`src/rtl/game_seq_pkg.sv`:
```
// Shared types for the game play sequencer: commands, matrix-port select, FSM states.
// Also holds the score table used when GAME_SEQ_SCORE_EN is defined.
package game_seq_pkg;

  typedef enum logic [2:0] {
    eLEFT   = 3'd0,
    eRIGHT  = 3'd1,
    eROTATE = 3'd2,
    eDOWN   = 3'd3,
    eDROP   = 3'd4
  } cmd_e;

  typedef enum logic [1:0] {
    eSEL_NONE  = 2'd0,
    eSEL_SPAWN = 2'd1,
    eSEL_MOVE  = 2'd2,
    eSEL_CHECK = 2'd3
  } mm_sel_e;

  typedef enum logic [3:0] {
    eINIT   = 4'd0,
    eSPAWN  = 4'd1,
    eWSPAWN = 4'd2,
    eREADY  = 4'd3,
    eMOVE   = 4'd4,
    eWMOVE  = 4'd5,
    eCHECK  = 4'd6,
    eWCHECK = 4'd7,
    eCAPT   = 4'd8,
    eOVER   = 4'd9
  } state_e;

  // Points per clear of 0..4 rows; anything above four rows earns the four-row value.
  localparam logic [4:0][3:0] score_table_lp = {4'd8, 4'd5, 4'd3, 4'd1, 4'd0};

  function automatic logic [3:0] score_of(input logic [2:0] rows);
    logic [3:0] pts;
    if (rows > 3'd4) begin
      pts = score_table_lp[4];
    end else begin
      pts = score_table_lp[rows];
    end
    return pts;
  endfunction

  function automatic mm_sel_e sel_of(input state_e st);
    mm_sel_e sel;
    case (st)
      eSPAWN, eWSPAWN:       sel = eSEL_SPAWN;
      eMOVE, eWMOVE:         sel = eSEL_MOVE;
      eCHECK, eWCHECK, eCAPT: sel = eSEL_CHECK;
      default:               sel = eSEL_NONE;
    endcase
    return sel;
  endfunction

endpackage

```
`src/rtl/game_seq_lines_acc.sv`:
```
// Saturating cleared-line accumulator, loaded once per piece lock.
// With GAME_SEQ_SCORE_EN defined it also keeps a saturating score.
module game_seq_lines_acc
  import game_seq_pkg::*;
#(
  parameter int lines_width_p = 16
`ifdef GAME_SEQ_SCORE_EN
  , parameter int score_width_p = 20
`endif
) (
  input  logic                     clk_i,
  input  logic                     reset_i,
  input  logic                     en_i,
  input  logic [2:0]               number_i,
`ifdef GAME_SEQ_SCORE_EN
  output logic [score_width_p-1:0] score_o,
`endif
  output logic [lines_width_p-1:0] lines_o
);

  localparam int lsum_w_lp = ((lines_width_p > 3) ? lines_width_p : 3) + 1;

  logic [lines_width_p-1:0] lines_r;
  logic [lines_width_p-1:0] lines_n_s;
  logic [lsum_w_lp-1:0]     lines_sum_s;
  logic [lsum_w_lp-1:0]     lines_max_s;

  // Next line count: add rows cleared, pin at all-ones instead of wrapping.
  always_comb begin
    lines_sum_s = lsum_w_lp'(lines_r) + lsum_w_lp'(number_i);
    lines_max_s = lsum_w_lp'({lines_width_p{1'b1}});
    if (lines_sum_s > lines_max_s) begin
      lines_n_s = {lines_width_p{1'b1}};
    end else begin
      lines_n_s = lines_sum_s[lines_width_p-1:0];
    end
  end

  // Line counter register.
  always_ff @(posedge clk_i) begin
    if (reset_i) begin
      lines_r <= {lines_width_p{1'b0}};
    end else if (en_i) begin
      lines_r <= lines_n_s;
    end
  end

  assign lines_o = lines_r;

`ifdef GAME_SEQ_SCORE_EN
  localparam int ssum_w_lp = ((score_width_p > 4) ? score_width_p : 4) + 1;

  logic [score_width_p-1:0] score_r;
  logic [score_width_p-1:0] score_n_s;
  logic [ssum_w_lp-1:0]     score_sum_s;
  logic [ssum_w_lp-1:0]     score_max_s;

  // Next score: table lookup on rows cleared, saturating.
  always_comb begin
    score_sum_s = ssum_w_lp'(score_r) + ssum_w_lp'(score_of(number_i));
    score_max_s = ssum_w_lp'({score_width_p{1'b1}});
    if (score_sum_s > score_max_s) begin
      score_n_s = {score_width_p{1'b1}};
    end else begin
      score_n_s = score_sum_s[score_width_p-1:0];
    end
  end

  // Score register.
  always_ff @(posedge clk_i) begin
    if (reset_i) begin
      score_r <= {score_width_p{1'b0}};
    end else if (en_i) begin
      score_r <= score_n_s;
    end
  end

  assign score_o = score_r;
`endif

endmodule

```
`src/rtl/game_sequencer.sv`:
```
// Play controller: runs spawn, move and check executors one at a time and owns mm_sel_o,
// which steers the shared matrix-memory port. Optional score output via GAME_SEQ_SCORE_EN.
module game_sequencer
  import game_seq_pkg::*;
#(
  parameter int lines_width_p = 16
`ifdef GAME_SEQ_SCORE_EN
  , parameter int score_width_p = 20
`endif
) (
  input  logic                     clk_i,
  input  logic                     reset_i,
  input  logic                     tick_i,
  input  logic                     cmd_v_i,
  input  cmd_e                     cmd_i,
  output logic                     cmd_ready_o,
  output logic                     spawn_v_o,
  input  logic                     spawn_done_i,
  input  logic                     spawn_collide_i,
  output logic                     move_v_o,
  output cmd_e                     move_cmd_o,
  input  logic                     move_done_i,
  input  logic                     move_collide_i,
  output logic                     check_v_o,
  input  logic                     check_done_i,
  input  logic [2:0]               combine_number_i,
  output mm_sel_e                  mm_sel_o,
`ifdef GAME_SEQ_SCORE_EN
  output logic [score_width_p-1:0] score_o,
`endif
  output logic [lines_width_p-1:0] lines_o,
  output logic                     game_over_o
);

  state_e  state_r, state_n_s;
  logic    tick_pending_r, tick_pending_n_s;
  logic    drop_r, drop_n_s;
  cmd_e    move_cmd_r, move_cmd_n_s;
  logic    cmd_ready_r, spawn_v_r, move_v_r, check_v_r, game_over_r;
  mm_sel_e mm_sel_r;
  logic    capt_en_s;

  // Next-state, pending-tick and drop-mode logic.
  always_comb begin
    state_n_s        = state_r;
    tick_pending_n_s = tick_pending_r | tick_i;
    drop_n_s         = drop_r;
    move_cmd_n_s     = move_cmd_r;
    case (state_r)
      eINIT:   state_n_s = eSPAWN;
      eSPAWN:  state_n_s = eWSPAWN;
      eWSPAWN: begin
        if (spawn_done_i) begin
          state_n_s = spawn_collide_i ? eOVER : eREADY;
        end else begin
          state_n_s = eWSPAWN;
        end
      end
      eREADY: begin
        if (drop_r) begin
          move_cmd_n_s = eDOWN;
          state_n_s    = eMOVE;
        end else if (tick_pending_r) begin
          move_cmd_n_s     = eDOWN;
          tick_pending_n_s = 1'b0;
          state_n_s        = eMOVE;
        end else if (cmd_v_i && cmd_ready_r) begin
          if (cmd_i == eDROP) begin
            drop_n_s     = 1'b1;
            move_cmd_n_s = eDOWN;
          end else begin
            move_cmd_n_s = cmd_i;
          end
          state_n_s = eMOVE;
        end else begin
          state_n_s = eREADY;
        end
      end
      eMOVE:   state_n_s = eWMOVE;
      eWMOVE: begin
        if (move_done_i) begin
          // A blocked downward step locks the piece; any other blocked move is a no-op.
          if (move_collide_i && (move_cmd_r == eDOWN)) begin
            drop_n_s  = 1'b0;
            state_n_s = eCHECK;
          end else begin
            state_n_s = eREADY;
          end
        end else begin
          state_n_s = eWMOVE;
        end
      end
      eCHECK:  state_n_s = eWCHECK;
      eWCHECK: begin
        if (check_done_i) begin
          state_n_s = eCAPT;
        end else begin
          state_n_s = eWCHECK;
        end
      end
      eCAPT:   state_n_s = eSPAWN;
      eOVER: begin
        state_n_s        = eOVER;
        tick_pending_n_s = tick_pending_r;
      end
      default: state_n_s = eINIT;
    endcase
  end

  // State and output registers; outputs are decoded from the next state so they align with it.
  always_ff @(posedge clk_i) begin
    if (reset_i) begin
      state_r        <= eINIT;
      tick_pending_r <= 1'b0;
      drop_r         <= 1'b0;
      move_cmd_r     <= eLEFT;
      cmd_ready_r    <= 1'b0;
      spawn_v_r      <= 1'b0;
      move_v_r       <= 1'b0;
      check_v_r      <= 1'b0;
      game_over_r    <= 1'b0;
      mm_sel_r       <= eSEL_NONE;
    end else begin
      state_r        <= state_n_s;
      tick_pending_r <= tick_pending_n_s;
      drop_r         <= drop_n_s;
      move_cmd_r     <= move_cmd_n_s;
      cmd_ready_r    <= (state_n_s == eREADY) && !tick_pending_n_s && !drop_n_s;
      spawn_v_r      <= (state_n_s == eSPAWN);
      move_v_r       <= (state_n_s == eMOVE);
      check_v_r      <= (state_n_s == eCHECK);
      game_over_r    <= (state_n_s == eOVER);
      mm_sel_r       <= sel_of(state_n_s);
    end
  end

  assign capt_en_s = (state_r == eCAPT);

  game_seq_lines_acc #(
    .lines_width_p(lines_width_p)
`ifdef GAME_SEQ_SCORE_EN
    , .score_width_p(score_width_p)
`endif
  ) u_lines_acc (
    .clk_i   (clk_i),
    .reset_i (reset_i),
    .en_i    (capt_en_s),
    .number_i(combine_number_i),
`ifdef GAME_SEQ_SCORE_EN
    .score_o (score_o),
`endif
    .lines_o (lines_o)
  );

  assign cmd_ready_o = cmd_ready_r;
  assign spawn_v_o   = spawn_v_r;
  assign move_v_o    = move_v_r;
  assign move_cmd_o  = move_cmd_r;
  assign check_v_o   = check_v_r;
  assign mm_sel_o    = mm_sel_r;
  assign game_over_o = game_over_r;

endmodule
```
`config.mk`:
```
export PLATFORM = sky130hd
export DESIGN_NAME = game_sequencer
export DESIGN_NICKNAME = d
export VERILOG_FILES = /design/src/rtl/game_seq_pkg.sv /design/src/rtl/game_seq_lines_acc.sv /design/src/rtl/game_sequencer.sv
export SDC_FILE = /design/constraint.sdc
export NUM_CORES = 1
export LEC_CHECK = 0
export ABC_AREA = 1
export CORE_MARGIN = 3
export CORE_UTILIZATION = 45
export CTS_CLUSTER_DIAMETER = 50
export CTS_CLUSTER_SIZE = 24
export DETAILED_ROUTE_END_ITERATION = 6
export PLACE_DENSITY_LB_ADDON = 0.1
export RECOVER_POWER = 100
export SKIP_LAST_GASP = 1
export SYNTH_ARGS = -nofsm -noshare
export SYNTH_HDL_FRONTEND = slang
export SYNTH_SLANG_ARGS = --single-unit
```
`constraint.sdc`:
```
create_clock -name clk_i -period 2.4 [get_ports clk_i]
set_clock_uncertainty 0.05 [all_clocks]
set_input_delay 0.48 -clock clk_i [delete_from_list [all_inputs] [get_ports clk_i]]
set_output_delay 0.48 -clock clk_i [all_outputs]
set_load 0.01 [all_outputs]
```
==> results of run 1 <==
-- layer usage --
layer | share of wire [%] | up-vias | track usage, %
met5 | 0 | - | 0
met4 | 2.3 | 0 | 7.38
met3 | 5.0 | 10 | 5.80
met2 | 47 | 40 | 28.0
met1 | 46 | 809 | 21.7
li1 | - | 947 | -
-- worst max-delay path, stage by stage --
cell	delay (ns)
clkdlybuf4s50_1	0.46
ha_2	0.17
inv_1	0.05
fa_2	0.33
inv_1	0.06
nand2_1	0.05
nand2_2	0.09
nand2_4	0.07
nor3_4	0.19
buf_6	0.14
buf_4	0.12
nand3_4	0.07
a31oi_1	0.17
-- cell usage in the layout (no fill, tap or decap), types with 3 or more instances in the layout --
cell type	Yosys	layout
nor2_4	4	4
nand4_1	4	4
nor3_1	6	7
nand2_2	4	6
clkdlybuf4s50_1	0	13
dfxtp_1	32	32
buf_4	3	4
inv_1	37	37
o21ai_1	3	3
xor2_1	3	3
nor2_1	28	29
clkbuf_8	0	5
a31oi_1	3	3
dlygate4sd3_1	0	27
nand3_1	26	25
a21oi_1	12	11
o21ai_0	8	8
nand2_1	60	57
inv_2	4	4
-- power by group through the flow --
stage                     Sequential (W)  Combinational (W)  Clock [W]
final                           0.000590           0.000264   0.000506
after global routing            0.000595           0.000299   0.000537
after CTS                       0.000590           0.000278   0.000520
after detailed placement        0.000602           0.000277          0
after global placement          0.000601           0.000276          0
after floorplan                 0.000600           0.000185          0
-- through the flow --
stage	hold slack (ns)	setup TNS, ns	util (%)	instances	instance area (um^2)
2_1_floorplan	0.432	0	-	263	1820
3_3_place_gp	0.479	-2.32	60.2	349	2270
3_5_place_dp	0.480	-3.09	60.2	349	2270
4_1_cts	0.490	0	63.0	357	2380
5_1_grt	0.525	-0.0238	64.5	361	2430
6_report	0.500	0	64.5	361	2430
-- layout make-up --
type | count | area share [%]
inverter | 41 | 6.33
sequential | 32 | 26.3
timing repair buffer | 46 | 18.3
tap | 48 | 2.47
clock inverter | 2 | 1.44
clock buffer | 6 | 2.98
multi-input combinational | 186 | 42.1
-- state kept, by name (all words and copies together) (netlist names) --
register,flops
cmd_ready_o,1
drop_r,1
tick_pending_r,1
state_r,4
game_over_o,1
check_v_o,1
move_cmd_o,3
spawn_v_o,1
mm_sel_o,2
move_v_o,1
u_lines_acc.lines_o,16
-- worst paths after layout --
check | from | to | slack [ns] | cells after the start
hold reg to reg | state_r[2] | spawn_v_o | 0.50 | 1
setup reg to reg | u_lines_acc.lines_o[0] | u_lines_acc.lines_o[1] | 0.41 | 12
hold / removal | state_r[2] | spawn_v_o | 0.50 | 1
setup / recovery | combine_number_i[0] | u_lines_acc.lines_o[1] | 0.12 | 13
-- what timing repair did --
| item | 4_1_cts | 5_1_grt |
|---|---|---|
| endpoints found under the hold margin | 0 | 0 |
| resized for setup | 0 | 10 |
| endpoints found under the setup margin | 0 | 15 |
| setup buffers | 0 | 3 |
-- cells by family (layout without fill, tap and decap cells) --
logic type	count (synthesis)	in the layout	synth area share (%)
xor gates and xnor gates	5	5	2.41
and+or+nand+nor	144	145	38.7
DFF	32	32	35.3
buffers and inverters	46	95	10.1
AOI/OAI and AO/OA	32	32	10.3
adders and majority gates	4	4	3.17
==> out/summary.txt, run 1 <==
Status: finished clean
Most frequent cell after synthesis: nand2_1
Grt total ovfl: 0
Max Freq: 0.439 GHz
Synth top area share: 35.3%
Total clock sinks: 32
Worst hold path type: register to register
Syn Nets: 282
DR DRC count: 0
# diodes: 0
Vias in the first global route: 1645
Max Buffers Root-to-Sink: 2
I/O Buffers: 40
Worst rel slew slack: 48.9%
Post-CTS Hold Buffers: 0
Final min period: 2.28 ns
Seq pwr share: 43.3%
Register area: 641 um^2
Leakage: 1.20 nW
Initial antenna violation count: 0
Clock-pin slew on the worst setup and hold paths: 0.07 ns
Area grow syn2layout: 34.0%
Hold Vio Cnt, Final: 0
Part of the power in the clock network: 37.2%
CP Launch Type: input port
Max Cap Viol: 0
Synth cell types: 35
Number of cell rows: 22
Post-synth ARST share: 0%
Seq/Total Area, Yosys: 35.3%
Via density per instance: 5.00
Area of the multi-input gates: 1020 um^2
Final WL: 4220 um
Worst skew pair latency: 0.29 ns
Slew Limit Fails: 0
Wire length per cell: 11.7 um
Cell count after synthesis: 263
DP Worst Slack: -0.242 ns
Comb pwr share: 19.4%
Main area contributors after synthesis: dfxtp_1 35%, nand2_1 12%, inv_1 7.6%, nand3_1 7.2%, nor2_1 5.8%
CP endpoint kind: register
Via Count: 1806
Final worst-path cycle share: 95.0%
Core area: 3770 um^2
H-tree depth: 2
Layout Nets: 331
Main flop type after synthesis: dfxtp_1
DP HPWL: 3080 um
Top post-synthesis cells by count: 60 x nand2_1, 37 x inv_1, 32 x dfxtp_1, 28 x nor2_1, 26 x nand3_1
Tot Pwr: 0.00136 W
Starting density of the core: 48.1%
Critical Path RT: 2.56 ns
Root buf cell: clkbuf_8
Setup-failing EPs final: 0
Fillcell total: 337
First-pass GRT wire length: 7000 um
Layout cells sized above 1: 11.8%
Pre-Repair DR Iteration Count: 4
Number of CTS-inserted buffers: 5
Net Sw Power: 0.000382 W
Antenna-violating nets left: 0
Area leader, netlist: dfxtp_1
Die width: 69.5 um
Worst-path fanout max: 4
Cell Area, Synth: 1820 um^2
Worst VDD drop: 0.459 mV
Post-synth EDFFs: 0
Yosys reg bits: 32
Placer's final routability congestion estimate: 0.895
TritonCTS clock tree: yes
Switch share: 28.1%
Int Power: 0.000978 W
PnR worst setup slack: 0.120 ns
Largest net degree at the start of global routing: 18
Total global-route track usage: 17.6%
Chip height: 69.5 um
Mean Syn Cell Area: 6.90 um^2
Synthesis warning total: 0
I/O Pins: 41
Die ar.: 4830 um^2
1st-iter DRT viols: 122
Pwr/cell area: 559 nW/um^2
Worst slew pin tran: 0.766 ns
CP Data Arrival Time: 2.44 ns
CP Class: input port to register
Power figures use the tool's default switching activity.
==> inputs of run 2 (changes only) <==
- REMOVE_ABC_BUFFERS: default -> 1
==> run 2 against run 1 <==
Register-to-register slack lost 0.06 ns. Fmax grew 2.0%. Power shrank 0.11%. Non-clock buffer count shrank 1. Die area is the same. Critical path depth shrank 1. Combinational power is essentially flat. Largest cell class unchanged.
==> out/summary.txt, run 2 (same netlist as run 1, synthesis figures left out) <==
Via density per instance: 4.99
Final WL: 3970 um
I/O Buffers: 40
Worst skew pair latency: 0.28 ns
Most frequent cells in the layout: 58 x nand2_1, 35 x inv_1, 32 x dfxtp_1, 29 x nor2_1, 27 x dlygate4sd3_1
Final worst-path cycle share: 93.1%
Fillcell total: 337
Slew Limit Fails: 0
Max Buffers Root-to-Sink: 2
Layout cells sized above 1: 11.9%
Max Cap Viol: 0
R2r endpoint: u_lines_acc.lines_o[12]
Final min period: 2.23 ns
Die ar.: 4830 um^2
Grt total ovfl: 0
Area grow syn2layout: 32.6%
WHS: 0.488 ns
# diodes: 0
Antenna-violating nets left: 0
Via Count: 1791
CP endpoint kind: register
Crit-path max cell delay: 0.48 ns
RSZ-0062 raised after global routing: no
1st-iter DRT viols: 105
Slowest CP cell: clkdlybuf4s50_1
Critical R2R Launch: u_lines_acc.lines_o[0]
Critical path's most frequent cell: nand2_1
Flop2flop setup slack: 0.35 ns
Util after Layout: 63.8%
Hold Vio Cnt, Final: 0
Pre-Repair DR Iteration Count: 5
Leakage: 1.19 nW
Reg2reg path depth: 12
Most common cell after layout, fill and taps aside: nand2_1
H-tree depth: 2
HP Start: move_cmd_o[2]
Max Freq: 0.448 GHz
Layout Nets: 329
Clock-pin slew on the worst setup and hold paths: 0.07 ns
Worst VDD drop: 0.491 mV
Placer's final routability congestion estimate: 0.898
Wire length per cell: 11.1 um
Max reg flops: 16
TritonCTS clock tree: yes
Hold path cells: 2
CP Data Arrival Time: 2.32 ns
Root buf cell: clkbuf_8
CP Launch Type: input port
Setup-failing EPs final: 0
Delay-heaviest family, CP: buffers and inverters
Worst-path fanout max: 3
Final setup TNS: 0 ns
Worst slew pin tran: 0.814 ns
Total clock sinks: 32
I/O Pins: 41
CP bufs+invs: 4
Total global-route track usage: 17.1%
First-pass GRT wire length: 6930 um
Worst hold path type: register to register
Core area: 3770 um^2
Die width: 69.5 um
DR DRC count: 0
Initial antenna violation count: 0
Starting density of the core: 48.1%
Worst rel slew slack: 45.7%
Number of CTS-inserted buffers: 5
Critical Path RT: 2.49 ns
Number of cell rows: 22
Critical-path cell list: clkdlybuf4s50_1 -> inv_1 -> fa_2 -> inv_2 -> nand2_1 -> nand2_2 -> nand2_4 -> nor3_4 -> buf_4 -> nand2_1 -> nor3_2 -> nor3_1
CP Class: input port to register
Chip height: 69.5 um
Vias in the first global route: 1607
Status: finished clean
Min-Delay Endpoint: move_cmd_o[2]
DP HPWL: 2990 um
Largest net degree at the start of global routing: 18
Pwr/cell area: 564 nW/um^2
[run 2: cell count changes in the layout (fill, tap and decap cells not counted), moves of 2 or more]
cell,delta
inv_1,-2
inv_2,+2
o21ai_0,+2
o21ai_1,-2
[run 2: worst max-delay path by stage]
stage,start,to,cells past startpoint
detailed placement,combine_number_i[0],u_lines_acc.lines_o[7],13
global route,combine_number_i[1],u_lines_acc.lines_o[15],12
finish,combine_number_i[1],u_lines_acc.lines_o[12],12
global placement,combine_number_i[0],u_lines_acc.lines_o[7],13
CTS,combine_number_i[0],u_lines_acc.lines_o[7],13
floorplan,combine_number_i[0],u_lines_acc.lines_o[7],12
[run 2: metrics by stage]
step	setup slack [ns]	power [W]	area (um^2)	cells
after floorplan	0.402	0.000773	1790	258
after global placement	-0.182	0.000877	2270	349
after detailed placement	-0.249	0.000878	2270	349
after CTS	0.0356	0.00138	2380	357
after global routing	0.0356	0.00143	2410	359
final	0.166	0.00136	2410	359
[run 2: worst register-to-register path, stage by stage (launching register included)]
cell	delay [ns]
dfxtp_1	0.36
ha_2	0.19
inv_2	0.04
fa_2	0.37
inv_2	0.06
nand2_1	0.05
nand2_2	0.10
nand2_4	0.06
nor3_4	0.23
buf_4	0.17
nand2_1	0.05
nor3_2	0.11
nor3_1	0.06
[run 2: area by class of cell]
| class | count | area (um^2) | area share (%) |
|---|---|---|---|
| clock buffer | 6 | 72.6 | 3.01 |
| clock inverter | 2 | 35.0 | 1.46 |
| inverter | 41 | 154 | 6.39 |
| multi-input combinational | 185 | 1010 | 41.9 |
| sequential | 32 | 641 | 26.6 |
| tap | 48 | 60.1 | 2.49 |
| timing repair buffer | 45 | 437 | 18.1 |
[run 2: metal layers]
metal	GRT usage, %	wire [um]
met1	21.6	1760
met4	3.90	47
met3	3.48	200
met5	0	0
met2	29.8	1960
[run 2: timing repair]
item,CTS,global route
resized for setup,0,10
setup endpoints to repair,0,15
hold buffers,0,0
buffers inserted,0,2
[run 2: report_power, final]
| part | leakage, nW | internal (W) | switching, W |
|---|---|---|---|
| Combinational | 0.878 | 0.000110 | 0.000155 |
| Clock | 0.0552 | 0.000308 | 0.000198 |
| Sequential | 0.259 | 0.000561 | 0.0000260 |
| Total | 1.19 | 0.000979 | 0.000379 |
